**config.mk**
```make
export PLATFORM = sky130hd
export DESIGN_NAME = dff_bist
export DESIGN_NICKNAME = d
export VERILOG_FILES = /design/src/rtl/dff_bist_pkg.sv /design/src/rtl/dff_bist_vecgen.sv /design/src/rtl/dff_bist.sv
export SDC_FILE = /design/constraint.sdc
export NUM_CORES = 1
export LEC_CHECK = 0
export CAP_MARGIN = 20
export CORE_MARGIN = 2
export CORE_UTILIZATION = 30
export DETAILED_ROUTE_END_ITERATION = 16
export GPL_ROUTABILITY_DRIVEN = 0
export RECOVER_POWER = 50
export SYNTH_ARGS = -nofsm -noshare
export SYNTH_HDL_FRONTEND = slang
export SYNTH_SLANG_ARGS = --single-unit
```
**constraint.sdc**
```tcl
create_clock -name clk -period 1.8 [get_ports clk]
set_input_delay 0.18 -clock clk [delete_from_list [all_inputs] [get_ports clk]]
set_output_delay 0.18 -clock clk [all_outputs]
set_load 0.02 [all_outputs]
```
**src/rtl/dff_bist_pkg.sv**
```systemverilog
// Shared definitions for the dff_bist self-test sequencer.
// Contents: FSM state encoding, the bit positions of the {reset, d} fields
// inside a vector index, and the expected-q function of a sync-reset flop.
package dff_bist_pkg;

  // FSM state encoding
  localparam logic [1:0] ST_IDLE = 2'd0;
  localparam logic [1:0] ST_RUN  = 2'd1;
  localparam logic [1:0] ST_DONE = 2'd2;

  // Vector index bit positions: index bit 0 drives d, bit 1 drives reset
  localparam int unsigned D_BIT   = 0;
  localparam int unsigned RST_BIT = 1;

  // Flop with active-high sync reset: q follows d unless reset is applied
  function automatic logic exp_val(input logic d, input logic rst);
    return rst ? 1'b0 : d;
  endfunction

endpackage

```
**src/rtl/dff_bist_vecgen.sv**
```systemverilog
// Vector generator for dff_bist: maps a vector index to the {d, reset}
// stimulus and the q value a healthy flop must show for it.
// Pattern repeats modulo 4, so only the two low index bits matter.
// Ports:
//   idx_i  vector index
//   d_o    d value to apply
//   rst_o  reset value to apply
//   exp_o  expected q once the vector has been captured
module dff_bist_vecgen
  import dff_bist_pkg::*;
#(
  parameter int unsigned IDX_W = 2
) (
  input  logic [IDX_W-1:0] idx_i,
  output logic             d_o,
  output logic             rst_o,
  output logic             exp_o
);

  // Width-normalised index; extends narrow indices, truncates wide ones
  logic [1:0] sel;

  assign sel   = 2'(idx_i);
  assign d_o   = sel[D_BIT];
  assign rst_o = sel[RST_BIT];
  assign exp_o = exp_val(d_o, rst_o);

endmodule

```
**src/rtl/dff_bist.sv**
```systemverilog
// Built-in self-test sequencer for a single D flip-flop (d, reset, clk, q).
// Walks NUM_VECTORS {d, reset} vectors, holds each for HOLD_CYCLES clocks,
// checks q on the last edge of each hold and reports pass/fail, an error
// count and the first failing vector index.
// Ports:
//   clk         clock shared with the flop under test
//   reset       synchronous active-low reset of this block
//   start       one-cycle pulse, starts a run from idle or done
//   dut_q       q of the flop under test
//   dut_d       d to the flop under test
//   dut_reset   active-high sync reset to the flop under test
//   busy        run in progress
//   done        run finished, results valid until next start or reset
//   pass        with done: no mismatches in the run
//   err_count   mismatch count, saturating
//   fail_valid  at least one mismatch this run
//   fail_idx    index of the first mismatching vector
module dff_bist
  import dff_bist_pkg::*;
#(
  parameter  int unsigned NUM_VECTORS = 4,
  parameter  int unsigned HOLD_CYCLES = 2,
  localparam int unsigned IDX_W       = (NUM_VECTORS > 1) ? $clog2(NUM_VECTORS) : 1
) (
  input  logic             clk,
  input  logic             reset,
  input  logic             start,
  input  logic             dut_q,
  output logic             dut_d,
  output logic             dut_reset,
  output logic             busy,
  output logic             done,
  output logic             pass,
  output logic [IDX_W:0]   err_count,
  output logic             fail_valid,
  output logic [IDX_W-1:0] fail_idx
);

  localparam int unsigned ERR_W  = IDX_W + 1;
  localparam int unsigned HCNT_W = (HOLD_CYCLES > 1) ? $clog2(HOLD_CYCLES) : 1;

  localparam logic [IDX_W-1:0]  LAST_IDX  = IDX_W'(NUM_VECTORS - 1);
  localparam logic [HCNT_W-1:0] HOLD_LAST = HCNT_W'(HOLD_CYCLES - 1);

  logic [1:0]        state_q, state_d;
  logic [IDX_W-1:0]  idx_q, idx_d;
  logic [HCNT_W-1:0] hold_q, hold_d;
  logic [ERR_W-1:0]  err_q, err_d;
  logic              fv_q, fv_d;
  logic [IDX_W-1:0]  fi_q, fi_d;
  logic              busy_q, busy_d;
  logic              done_q, done_d;
  logic              pass_q, pass_d;
  logic              dut_d_q, dut_d_d;
  logic              dut_rst_q, dut_rst_d;
  logic              exp_q, exp_d;

  logic vg_d, vg_rst, vg_exp;
  logic run_next;

  // Stimulus for the vector that will be applied after this edge
  dff_bist_vecgen #(
    .IDX_W (IDX_W)
  ) u_vecgen (
    .idx_i (idx_d),
    .d_o   (vg_d),
    .rst_o (vg_rst),
    .exp_o (vg_exp)
  );

  // Outside a run the flop is parked in reset with d low
  assign run_next  = (state_d == ST_RUN);
  assign dut_d_d   = run_next ? vg_d   : 1'b0;
  assign dut_rst_d = run_next ? vg_rst : 1'b1;
  assign exp_d     = vg_exp;

  // Next-state and result logic
  always_comb begin
    state_d = state_q;
    idx_d   = idx_q;
    hold_d  = hold_q;
    err_d   = err_q;
    fv_d    = fv_q;
    fi_d    = fi_q;
    busy_d  = busy_q;
    done_d  = done_q;
    pass_d  = pass_q;

    case (state_q)
      ST_RUN: begin
        hold_d = hold_q + HCNT_W'(1);
        // Last edge of the hold: q has had one full cycle since capture
        if (hold_q == HOLD_LAST) begin
          if (dut_q != exp_q) begin
            if (err_q != '1) begin
              err_d = err_q + ERR_W'(1);
            end
            if (!fv_q) begin
              fv_d = 1'b1;
              fi_d = idx_q;
            end
          end
          if (idx_q != LAST_IDX) begin
            idx_d  = idx_q + IDX_W'(1);
            hold_d = '0;
          end else begin
            state_d = ST_DONE;
            busy_d  = 1'b0;
            done_d  = 1'b1;
            pass_d  = (err_d == '0);
          end
        end
      end
      default: begin
        // Idle or done: start launches a fresh run, busy ignores start
        if (start) begin
          state_d = ST_RUN;
          idx_d   = '0;
          hold_d  = '0;
          err_d   = '0;
          fv_d    = 1'b0;
          fi_d    = '0;
          busy_d  = 1'b1;
          done_d  = 1'b0;
          pass_d  = 1'b0;
        end
      end
    endcase
  end

  // State and output registers
  always_ff @(posedge clk) begin
    if (!reset) begin
      state_q   <= ST_IDLE;
      idx_q     <= '0;
      hold_q    <= '0;
      err_q     <= '0;
      fv_q      <= 1'b0;
      fi_q      <= '0;
      busy_q    <= 1'b0;
      done_q    <= 1'b0;
      pass_q    <= 1'b0;
      dut_d_q   <= 1'b0;
      dut_rst_q <= 1'b1;
      exp_q     <= 1'b0;
    end else begin
      state_q   <= state_d;
      idx_q     <= idx_d;
      hold_q    <= hold_d;
      err_q     <= err_d;
      fv_q      <= fv_d;
      fi_q      <= fi_d;
      busy_q    <= busy_d;
      done_q    <= done_d;
      pass_q    <= pass_d;
      dut_d_q   <= dut_d_d;
      dut_rst_q <= dut_rst_d;
      exp_q     <= exp_d;
    end
  end

  assign dut_d      = dut_d_q;
  assign dut_reset  = dut_rst_q;
  assign busy       = busy_q;
  assign done       = done_q;
  assign pass       = pass_q;
  assign err_count  = err_q;
  assign fail_valid = fv_q;
  assign fail_idx   = fi_q;

endmodule
```
==> reports/results.txt <==
status - completed
asr flop ratio synth - 0%
CTS root buf - clkbuf_4
final WL - 1.555 mm
number of max-cap violations - 0
crit-path leading delay family - buffers and inverters
CTS tree - yes
DR vias - 653
Slew Viols, Final - 0
Worst Min Path Start - done
Layout area overhead - 27.07%
Commonest cells post-synth - dfxtp_1 (17), nor2_1 (11), a21oi_1 (10)
Seq pwr share - 59.0%
dpl ws - 0.1879 ns
die area - 2829 um^2
area share of the largest cell type after synthesis - 46.90%
Worst Setup End Kind - primary output
met2 wire len - 722 um
cts hold-fix bufs - 0
CP Class - flop to primary output
Final WS setup - 0.2708 ns
Syn Inst Count - 84
largest net degree at the start of global routing - 11
Worst-Skew Late Latency - 0.28 ns
WL/cell - 12.05 um
adder-cell share of the synthesized area - 1.724%
number of clock sinks - 17
vias per cell - 5.062
# fillers - 251
Rows - 17
unrepaired setup endpoints after global routing - false
post-synthesis xor/xnor area fraction - 3.621%
H-tree lvl count - 1
clock slew at reported path FFs - 0.10 ns
Synth Flop Type - dfxtp_1
HP Class - flop to flop
DR iter-0 viols - 9
Rel. slew slack - 78.87%
post-synthesis average cell area - 8.639 um^2
Metal-1 WL - 778 um
post-CTS sizing - 0
Worst Setup SP - err_count[2]
Tmin final - 1.529 ns
Power Density - 722.9 nW/um^2
mux share of post-synthesis cell area - 1.379%
sequential area share after synthesis - 46.90%
Overall Power - 0.6666 mW
final setup fails - 0
sw frac - 25.07%
measured slew at the worst slew-check pin - 0.3163 ns
All-Layer GR Usage - 12.06%
height of the die - 53.19 um
input/output buffers - 14
R2R Path Start - hold_q
Crit path buffers/inverters - 1
DP HPWL - 1.148 mm
CP max stage cell - clkdlybuf4s50_1
DRT Pass-1 Iters - 4
cell area after synthesis - 725.7 um^2
NumNets Final - 107
Critical Path AT - 1.35 ns
ANT cells - 0
Pleak - 0.3520 nW
combinational family with the most area after synthesis - simple AND/OR/NAND/NOR gates
crit path launch type - flop
Synth area leader - dfxtp_1
Post-CTS Setup Bufs - 0
compound-cell area share of the yosys netlist - 15.86%
P_sw - 0.1671 mW
most used standard cell by instance count after synthesis - dfxtp_1
Max VDD drop - 0.4432 mV
Max stage delay on crit path - 0.64 ns
critical-path cell list - clkdlybuf4s50_1
Non-Filler Instances - 129
worst path required time - 1.62 ns
period utilisation layout - 84.96%
Overflow after GRT - 0
area of the core - 2255 um^2
crit path max fanout - 4
TritonCTS Buffers - 3
Die X - 53.19 um
Post-synth EDFFs - 0
clk_skew - 0.005995 ns
# placed instances - 125
Synth Warn # - 0
layout cell share with drive strength beyond 1 - 7.921%
antenna-violating nets left - 0
clock share of power - 29.8%
Longest Clk Path Bufs - 2
finished layout cell area - 922.1 um^2
Final Hold Fails - 0
starting density of the core - 32.19%
vias in the first global route - 548
Synth Net Count - 89
Yosys reg bits - 17
Post-Synth Simple-Gate Area - 26.72%
Int Power - 0.4995 mW
fmax - 653.9 MHz
placed instance area - 903.4 um^2
Synth cell types - 31
I/O Pins - 15
most area-consuming cells after synthesis - dfxtp_1 (47%), a21oi_1 (6.9%), nor2_1 (5.7%), nand2_1 (4.7%), nor3_1 (2.8%)
post-route DRC violation count - 0
Highest Signal Layer - met4
first-pass GRT wire length - 2.421 mm
antenna violations before repair - 0
setup TNS - 0 ns
combinational share of power - 11.2%
WL met3 - 44 um
[worst reg2reg max path: stages (launching register included)]
cell     delay, ns
dfxtp_1       0.48
and3b_1       0.25
nand3_1       0.21
and4_1        0.27
a21o_1        0.14
[registers in the layout, indices dropped and copies added, names as in the netlist]
register	cells
err_count	3
fail_idx	2
idx_q	2
state_q	2
busy	1
done	1
dut_d	1
dut_reset	1
exp_q	1
fail_valid	1
hold_q	1
pass	1
[metrics by stage]
| stage | hold slack [ns] | util (%) |
|---|---|---|
| floorplan | 0.2419 | - |
| global placement | 0.4415 | 40.07 |
| detailed placement | 0.4546 | 40.07 |
| CTS | 0.4697 | 41.29 |
| global route | 0.5112 | 40.90 |
| finish | 0.4608 | 40.90 |
[layout by cell type, fill, tap and decap left out, drive strengths merged, types with 2 or more instances in the layout]
cell and instances:
nand2b 3, dfxtp 17, xnor2 2, nand3 3, nand2 9, buf 2, nand3b 2, clkdlybuf4s50 13
a21oi 10, or3 2, inv 2, clkbuf 4, nor3 4, nor2 11
[worst paths after layout]
path	slack (ns)	cells after the start	to
hold reg to reg	0.46	2	done
setup / recovery	0.27	1	err_count[2]
setup reg to reg	0.37	4	pass
hold / removal	0.46	2	done
[power by group through the flow]
stage | Clock (mW) | Sequential, mW | Combinational (mW)
after floorplan | 0 | 0.404 | 0.0437
after global placement | 0 | 0.402 | 0.0758
after detailed placement | 0 | 0.402 | 0.0755
after CTS | 0.205 | 0.394 | 0.0761
after global routing | 0.230 | 0.395 | 0.0818
final | 0.198 | 0.394 | 0.0746
[cell type report]
cell class                 instances  area, um^2  share of cell area [%]
inverter                           2       7.507                  0.8141
timing repair buffer              17       158.9                   17.23
tap                               28       35.03                   3.799
clock buffer                       3       22.52                   2.442
clock inverter                     1       5.005                  0.5427
sequential                        17       340.3                   36.91
multi-input combinational         61       352.8                   38.26
[logic make-up after synthesis]
logic type	after synthesis
AOI/OAI and AO/OA	18
muxes	1
DFF	17
buffers and inverters	6
xor gates and xnor gates	3
and+or+nand+nor	38
adders and majority gates	1
[routing by layer]
| metal | up-vias | GRT usage, % |
|---|---|---|
| li1 | 327 | - |
| met1 | 313 | 15.83 |
| met2 | 11 | 18.33 |
| met3 | 2 | 3.390 |
| met4 | 0 | 5.128 |
| met5 | - | 0 |
Note: power is estimated with default switching activity, not from simulation.
